`config.mk`:
```
export PLATFORM = sky130hd
export DESIGN_NAME = vga_clut_arb
export DESIGN_NICKNAME = d
export VERILOG_FILES = /design/src/rtl/vga_clut_arb.sv
export SDC_FILE = /design/constraint.sdc
export NUM_CORES = 1
export LEC_CHECK = 0
export ABC_AREA = 1
export CORE_MARGIN = 8
export CORE_UTILIZATION = 36
export DETAILED_ROUTE_END_ITERATION = 8
export PLACE_DENSITY = 0.81
export SLEW_MARGIN = 20
export SYNTH_ARGS = -nofsm -noshare
export SYNTH_HDL_FRONTEND = slang
export SYNTH_SLANG_ARGS = --single-unit
```
`constraint.sdc`:
```
create_clock -name wb_clk_i -period 1.92 [get_ports wb_clk_i]
set_clock_uncertainty 0.05 [all_clocks]
set_input_delay 0.288 -clock wb_clk_i [delete_from_list [all_inputs] [get_ports wb_clk_i]]
set_output_delay 0.288 -clock wb_clk_i [all_outputs]
set_load 0.05 [all_outputs]
```
`src/rtl/vga_clut_arb.sv`:
```
// Two-port Wishbone arbiter in front of a single-port synchronous CLUT RAM.
// Port0 (pixel fetch) has priority; port1 (host) gets a slot after HOST_MAX_WAIT back-to-back port0 grants.
module vga_clut_arb #(
  parameter int DWIDTH        = 24,
  parameter int AWIDTH        = 9,
  parameter int HOST_MAX_WAIT = 4
) (
  input  logic                  wb_clk_i,
  input  logic                  wb_rst_i,
  // port0: pixel fetch, read-only
  input  logic [AWIDTH-1:0]     adr0_i,
  input  logic                  cyc0_i,
  input  logic                  stb0_i,
  input  logic                  we0_i,
  output logic [DWIDTH-1:0]     dat0_o,
  output logic                  ack0_o,
  output logic                  err0_o,
  // port1: host
  input  logic [AWIDTH-1:0]     adr1_i,
  input  logic [DWIDTH-1:0]     dat1_i,
  input  logic [DWIDTH/8-1:0]   sel1_i,
  input  logic                  cyc1_i,
  input  logic                  stb1_i,
  input  logic                  we1_i,
  output logic [DWIDTH-1:0]     dat1_o,
  output logic                  ack1_o,
  output logic                  err1_o,
  // RAM command
  output logic                  mem_en_o,
  output logic                  mem_we_o,
  output logic [DWIDTH/8-1:0]   mem_be_o,
  output logic [AWIDTH-1:0]     mem_adr_o,
  output logic [DWIDTH-1:0]     mem_dat_o,
  input  logic [DWIDTH-1:0]     mem_dat_i,
  output logic                  busy_o
);

  localparam int BW = DWIDTH/8;
  localparam int WW = $clog2(HOST_MAX_WAIT + 2);
  localparam logic [WW-1:0] WMAX = WW'(HOST_MAX_WAIT);

  typedef enum logic [1:0] {IDLE, ACC, RESP} state_t;

  state_t              r_state;
  logic [WW-1:0]       r_wait;
  logic                r_mem_en, r_mem_we;
  logic [BW-1:0]       r_mem_be;
  logic [AWIDTH-1:0]   r_mem_adr;
  logic [DWIDTH-1:0]   r_mem_dat;
  logic                r_win1, r_rd;
  logic                r_ack0, r_ack1;
  logic                r_err0, r_err1;

  logic w_hreq, w_req0, w_req1, w_bad0, w_bad1, w_ok0, w_ok1, w_g0, w_g1;

  // A port being errored still holds its strobe during the err cycle; mask it so the pulse stays single.
  assign w_hreq = cyc1_i & stb1_i;
  assign w_req0 = cyc0_i & stb0_i & ~r_err0;
  assign w_req1 = w_hreq & ~r_err1;
  assign w_bad0 = w_req0 & we0_i;
  assign w_ok0  = w_req0 & ~we0_i;
  assign w_bad1 = w_req1 & we1_i & (sel1_i == '0);
  assign w_ok1  = w_req1 & ~w_bad1;
  assign w_g1   = w_ok1 & (~w_ok0 | (r_wait == WMAX));
  assign w_g0   = w_ok0 & ~w_g1;

  always_ff @(posedge wb_clk_i) begin
    if (wb_rst_i) begin
      r_state   <= IDLE;
      r_wait    <= '0;
      r_mem_en  <= 1'b0;
      r_mem_we  <= 1'b0;
      r_mem_be  <= '0;
      r_mem_adr <= '0;
      r_mem_dat <= '0;
      r_win1    <= 1'b0;
      r_rd      <= 1'b0;
      r_ack0    <= 1'b0;
      r_ack1    <= 1'b0;
      r_err0    <= 1'b0;
      r_err1    <= 1'b0;
    end else begin
      r_err0 <= 1'b0;
      r_err1 <= 1'b0;
      case (r_state)
        IDLE: begin
          // Only one err per cycle; a simultaneous port1 error is taken on a later IDLE cycle.
          r_err0 <= w_bad0;
          r_err1 <= w_bad1 & ~w_bad0;
          if (w_g1 || !w_hreq)
            r_wait <= '0;
          else if (w_g0 && w_ok1 && r_wait != WMAX)
            r_wait <= r_wait + WW'(1);
          if (w_g0 || w_g1) begin
            r_state   <= ACC;
            r_mem_en  <= 1'b1;
            r_win1    <= w_g1;
            r_mem_we  <= w_g1 & we1_i;
            r_rd      <= ~(w_g1 & we1_i);
            r_mem_adr <= w_g1 ? adr1_i : adr0_i;
            r_mem_be  <= w_g1 ? sel1_i : '1;
            r_mem_dat <= w_g1 ? dat1_i : '0;
          end
        end
        ACC: begin
          r_state  <= RESP;
          r_mem_en <= 1'b0;
          r_mem_we <= 1'b0;
          r_ack0   <= ~r_win1 & cyc0_i;
          r_ack1   <= r_win1 & cyc1_i;
        end
        RESP: begin
          r_state <= IDLE;
          r_ack0  <= 1'b0;
          r_ack1  <= 1'b0;
        end
        default: r_state <= IDLE;
      endcase
    end
  end

  // The ack is also gated by cyc so a master abandoning the cycle during RESP sees no ack.
  assign ack0_o    = r_ack0 & cyc0_i;
  assign ack1_o    = r_ack1 & cyc1_i;
  assign dat0_o    = (ack0_o & r_rd) ? mem_dat_i : '0;
  assign dat1_o    = (ack1_o & r_rd) ? mem_dat_i : '0;
  assign err0_o    = r_err0;
  assign err1_o    = r_err1;
  assign mem_en_o  = r_mem_en;
  assign mem_we_o  = r_mem_we;
  assign mem_be_o  = r_mem_be;
  assign mem_adr_o = r_mem_adr;
  assign mem_dat_o = r_mem_dat;
  assign busy_o    = (r_state != IDLE);

endmodule

```
### Word level (Yosys, flattened, before mapping)

Index checks and enable logic that the tools add are counted.

* bits in registers: 49
* latch bits: 0
* RAM bits: 0
* bits in read-only memories: 0
* memories kept: 0

* $add $sub $neg: 1
* multiply operators: 0
* div/mod/pow operators: 0
* $lt $le $gt $ge: 0
* equal/unequal tests: 5
* shifts and indexed selects: 0
* muxes and demuxes: 15
* bitwise logic cells: 30
* reduce and logical (&&, ||, !) cells: 15

Operators by type and width (count)
* 24-bit 2-to-1 mux: 3
* 1-bit bitwise AND: 19
* 1-bit inverter: 10
* 3-bit 2-to-1 mux: 3
* 9-bit 2-to-1 mux: 1
* 1-bit one-hot mux with 2 select lines: 4
* 2-bit nonzero test: 4
* 2-bit AND reduction: 3
* 2-bit one-hot mux with 2 select lines: 1
* 3-bit by 1-bit adder with 3-bit output (second input constant): 1
* 3-bit equality test (second input constant): 1
* 3-bit zero test: 1
* 3-bit != test (second input constant): 1
* 2-bit by 1-bit equality test with 1-bit output (second input constant): 1
* 2-bit equality test (second input constant): 1
* 1-bit logical AND: 2
* 2-bit zero test: 1
* 1-bit logical OR: 2
* 1-bit 2-to-1 mux: 2
* 2-bit 2-to-1 mux: 1
* 2-bit != test (second input constant): 1
* 2-bit OR reduction: 1
* 1-bit zero test: 1
* 1-bit bitwise OR: 1

### Longest topological paths before layout

Gate-level depths: netlist of the first run.

* depth after elaboration: 13
* gate-level depth with buffers: 11
* depth with buffers taken out: 9

### Least setup slack after synthesis of the first run

Ideal clock, no wire load.

* path kind: register to output
* start point: register r_ack1
* end point: output dat1_o[0]
* arrival time: 1769 ps
* data required time: 1582 ps
* setup slack: -187 ps
* stages on the path, launching flop included: 6
* cells stage by stage: dfxtp_1 nand2_1 inv_1 nand2_1 clkbuf_1 nor2_1

* word-level cells in the longest chain between the ends: 3

Ends and longest elaborated chain
* start, declared: line 51 `logic r_ack0, r_ack1;`
* start signal, assigned: line 110 `r_ack1 <= r_win1 & cyc1_i;`
* 1-bit bitwise AND: line 124 `assign ack1_o = r_ack1 & cyc1_i;`
* via ack1_o: line 26 `output logic ack1_o,`
* 1-bit bitwise AND: line 126 `assign dat1_o = (ack1_o & r_rd) ? mem_dat_i : '0;`
* 24-bit 2-to-1 mux: line 126
* end, declared: line 25 `output logic [DWIDTH-1:0] dat1_o,`

The timed path passes the listed nets, and every way through them passes these cells.

### Worst setup path in the final report of the first run

* start point: input cyc1_i
* end point: output dat1_o[4]

* word-level cells in the longest chain between the ends: 3

Ends and longest elaborated chain
* start, declared: line 22 `input logic cyc1_i,`
* 1-bit bitwise AND: line 124
* 1-bit bitwise AND: line 126
* 24-bit 2-to-1 mux: line 126

Every way passes these cells.

==> flow_summary_export.csv, run 1 <==
group,metric,value,unit
worst_setup_path,worst_setup_path_end_kind,"output port",
worst_setup_path,cp_cell_sequence,"clkdlybuf4s50_1, nand2_1, inv_1, nand2_1, buf_12, nor2_1, buf_12",
worst_setup_path,path_class,"input port to output port",
worst_setup_path,cp_num_buf_inv,4,
synth,synth_cells,369,
global_routing,use_met1,21.5,%
global_routing,grt.busiest_layer,"met2",
job,drv_cap,0,
die,coreArea,0.00672,mm2
die,die-area,0.00979,mm2
final_layout,fin_cells,619,
synth,synth_cell_type_count,26,
timing,rsz0062_at_grt,"true",
detailed_routing,wirelength,9360,um
clock_network,cts_made_buffers,5,
power,p_sw,1190,uW
placement,portBuffers,167,
detailed_routing,ant_nets,0,
timing,slew_violations,0,
placement,placed_cell_area,0.00477,mm2
final_layout,final_layout_size_suffix_gt1_share,20.6,%
detailed_routing,post_drt_wl_per_cell,15.1,um
placement,dp.cells,611,
clock_network,path_clk_slew,0.09,ns
synth,synth-seq-cells,49,
final_layout,finalInstanceArea,0.00491,mm2
global_routing,grt_overflow,0,
detailed_routing,via_per_inst,4.75,
detailed_routing,vias,2943,
final_layout,syn_to_final_growth,98.2,%
global_routing,grt_pass1_wl,15000,um
timing,setup_violations,0,
synth,syn-cell-area,0.00248,mm2
worst_setup_path,max_stage_delay,0.52,ns
global_routing,grt_max_degree,28,
die,start_util,36.9,%
worst_setup_path,critPathMaxFanout,24,
final_layout,final.fill_count,518,
worst_setup_path,worstSetupStartpointType,"input port",
worst_setup_path,crit_family,"buffers and inverters",
worst_setup_path,worstPathArrival,1.56,ns
power,swShare,37.1,%
timing,hold_violations,0,
placement,gp_congestion,0.877,
worst_setup_path,required,1.58,ns
worst_setup_path,slowest_stage,"clkdlybuf4s50_1",
power,internal_power,2020,uW
detailed_routing,drt_iter0_drc,129,
detailed_routing,firstDrtPassIters,4,
timing,fmax,0.527,GHz
clock_network,cts_tree,"done",
timing,timing.hold.ws,0.420,ns
power,p_leak,0.00209,uW
power,pwr-share-comb,39.9,%
die,io_pins,168,
synth,synth_warnings,0,
timing,fin_crit_sh,98.8,%
synth,yosysSeqAreaShare,39.6,%
global_routing,gr-usage-all-layers,18.6,%
hold_path,min_path_type,"register to register",
timing,worstMarginPinSlew,0.535,ns
clock_network,cts_setup_buffers,0,
synth,synth_area_per_cell,6.71,um2
run_status,outcome,"complete, no violations",
power,ir_worst_vdd,0.000478,V
clock_network,cts.sink_count,49,
clock_network,clock_latency,0.30,ns
global_routing,grt_pass1_vias,2946,
final_layout,num_antenna_cells,0,
global_routing,grt_use_met3,6.91,%
placement,post-dp-hpwl,7630,um
global_routing,grt_use_met2,31.9,%
clock_network,cts_max_level,2,
die,die_w,98.9,um
global_routing,antenna_found_initial,0,
timing,relSlewSlack,64.2,%
die,dieHeight,98.9,um
clock_network,postCtsHoldBufs,0,
synth,synth_nets,452,
power,p_per_area,654,mW/mm2
clock_network,post_cts_resized,3,
final_layout,layout.nets,621,
timing,setup-tns-final,0,ns
die,rows,30,
detailed_routing,drc,0,
power,clkPwrFrac,23.5,%
power,seq_power_share,36.6,%
clock_network,ctsLongestPathBuffers,2,
clock_network,cts_root_buf,"clkbuf_8",
timing,post-route-min-period,1.90,ns
power,totalPowerFinal,3210,uW
-- power by group through the flow --
stage	sequential, uW	clock [uW]	combinational, uW
after floorplan	1440	0	507
after global placement	1190	0	1250
after global routing	1180	799	1380
after detailed placement	1200	0	1270
after CTS	1180	764	1280
final	1180	756	1280
-- worst reg2reg max path, delay by kind of cell (launching register included) --
family          cells  cell delay (ns)
fa+ha+maj           1             0.35
flops               1             0.33
simple gates        2             0.19
compound gates      1             0.17
buf+inv             4             0.51
-- placed cells by master, fill, tap and decap left out, drive strengths merged --
cell and instances:
a21oi 34, inv 50, o21ai 8, dfxtp 49, clkbuf 6, a2111oi 1
nand3 25, buf 67, clkdlybuf4s50 112, ha 6, clkinv 1, nand2 91
nor2 84, nor4 1, nor3 2, nand4 1, bufinv 1
-- cell type report --
class	count	area (um2)	share of cell area [%]
clock buffer	6	72.6	1.48
clock inverter	2	38.8	0.790
timing repair buffer	179	2310	47.1
sequential	49	981	20.0
tap	80	100	2.04
multi-input combinational	253	1220	24.8
inverter	50	188	3.82
-- synth_stat cells (all sizes together) --
master   instances  area [um2]
clkbuf           7        26.3
nand3           25         140
a2111oi          1        8.76
nor4             1        6.26
o21ai            8        43.8
ha               6        75.1
buf             10        87.6
a21oi           34         189
nand2           91         362
inv             50         188
dfxtp           49         981
nor2            84         353
nor3             2        10.0
nand4            1        6.26
-- layer usage --
layer,up-vias,wire length (um)
met5,-,0
met4,0,94
met3,10,916
met2,140,4530
met1,1333,3810
li1,1460,-
-- flip-flops by register name, summed over array words and instances (netlist names) --
| register | cells |
|---|---|
| err0_o | 1 |
| err1_o | 1 |
| mem_adr_o | 9 |
| mem_be_o | 3 |
| mem_dat_o | 24 |
| mem_en_o | 1 |
| mem_we_o | 1 |
| r_ack0 | 1 |
| r_ack1 | 1 |
| r_rd | 1 |
| r_state | 2 |
| r_wait | 3 |
| r_win1 | 1 |
-- final timing paths --
kind,startpoint,to,slack [ns],cells after the start
hold / removal,mem_dat_o[9],mem_dat_o[9],0.42,2
hold reg to reg,mem_dat_o[9],mem_dat_o[9],0.42,2
setup reg to reg,r_state[0],mem_adr_o[8],0.22,8
setup / recovery,cyc1_i,dat1_o[4],0.02,7
-- stage by stage --
| step | util [%] | setup WS [ns] |
|---|---|---|
| 6_report | 73.1 | 0.0238 |
| 5_1_grt | 73.1 | -0.0545 |
| 4_1_cts | 72.8 | 0.00343 |
| 3_5_place_dp | 71.1 | -0.00607 |
| 3_3_place_gp | 71.1 | 0.0124 |
| 2_1_floorplan | - | -0.187 |
-- cells by family after synthesis --
| group | count (synthesis) | synth area share [%] |
|---|---|---|
| AND/OR/NAND/NOR | 204 | 35.4 |
| flip-flops | 49 | 39.6 |
| AO/OA/AOI/OAI | 43 | 9.75 |
| adder cells (fa/ha/maj) | 6 | 3.03 |
| buffers and inverters | 67 | 12.2 |
Power figures use the tool's default switching activity.
==> run 2: changes to the inputs <==
- CAP_MARGIN: default -> 20
==> results of run 2 <==
The final DEF is identical to that of run 1; final timing and power are the same.
==> run 3: changes to the inputs <==
- CTS_CLUSTER_SIZE: default -> 16
- GPL_ROUTABILITY_DRIVEN: default -> 1
==> results of run 3 <==
The final DEF is identical to that of run 1; final timing and power are the same.
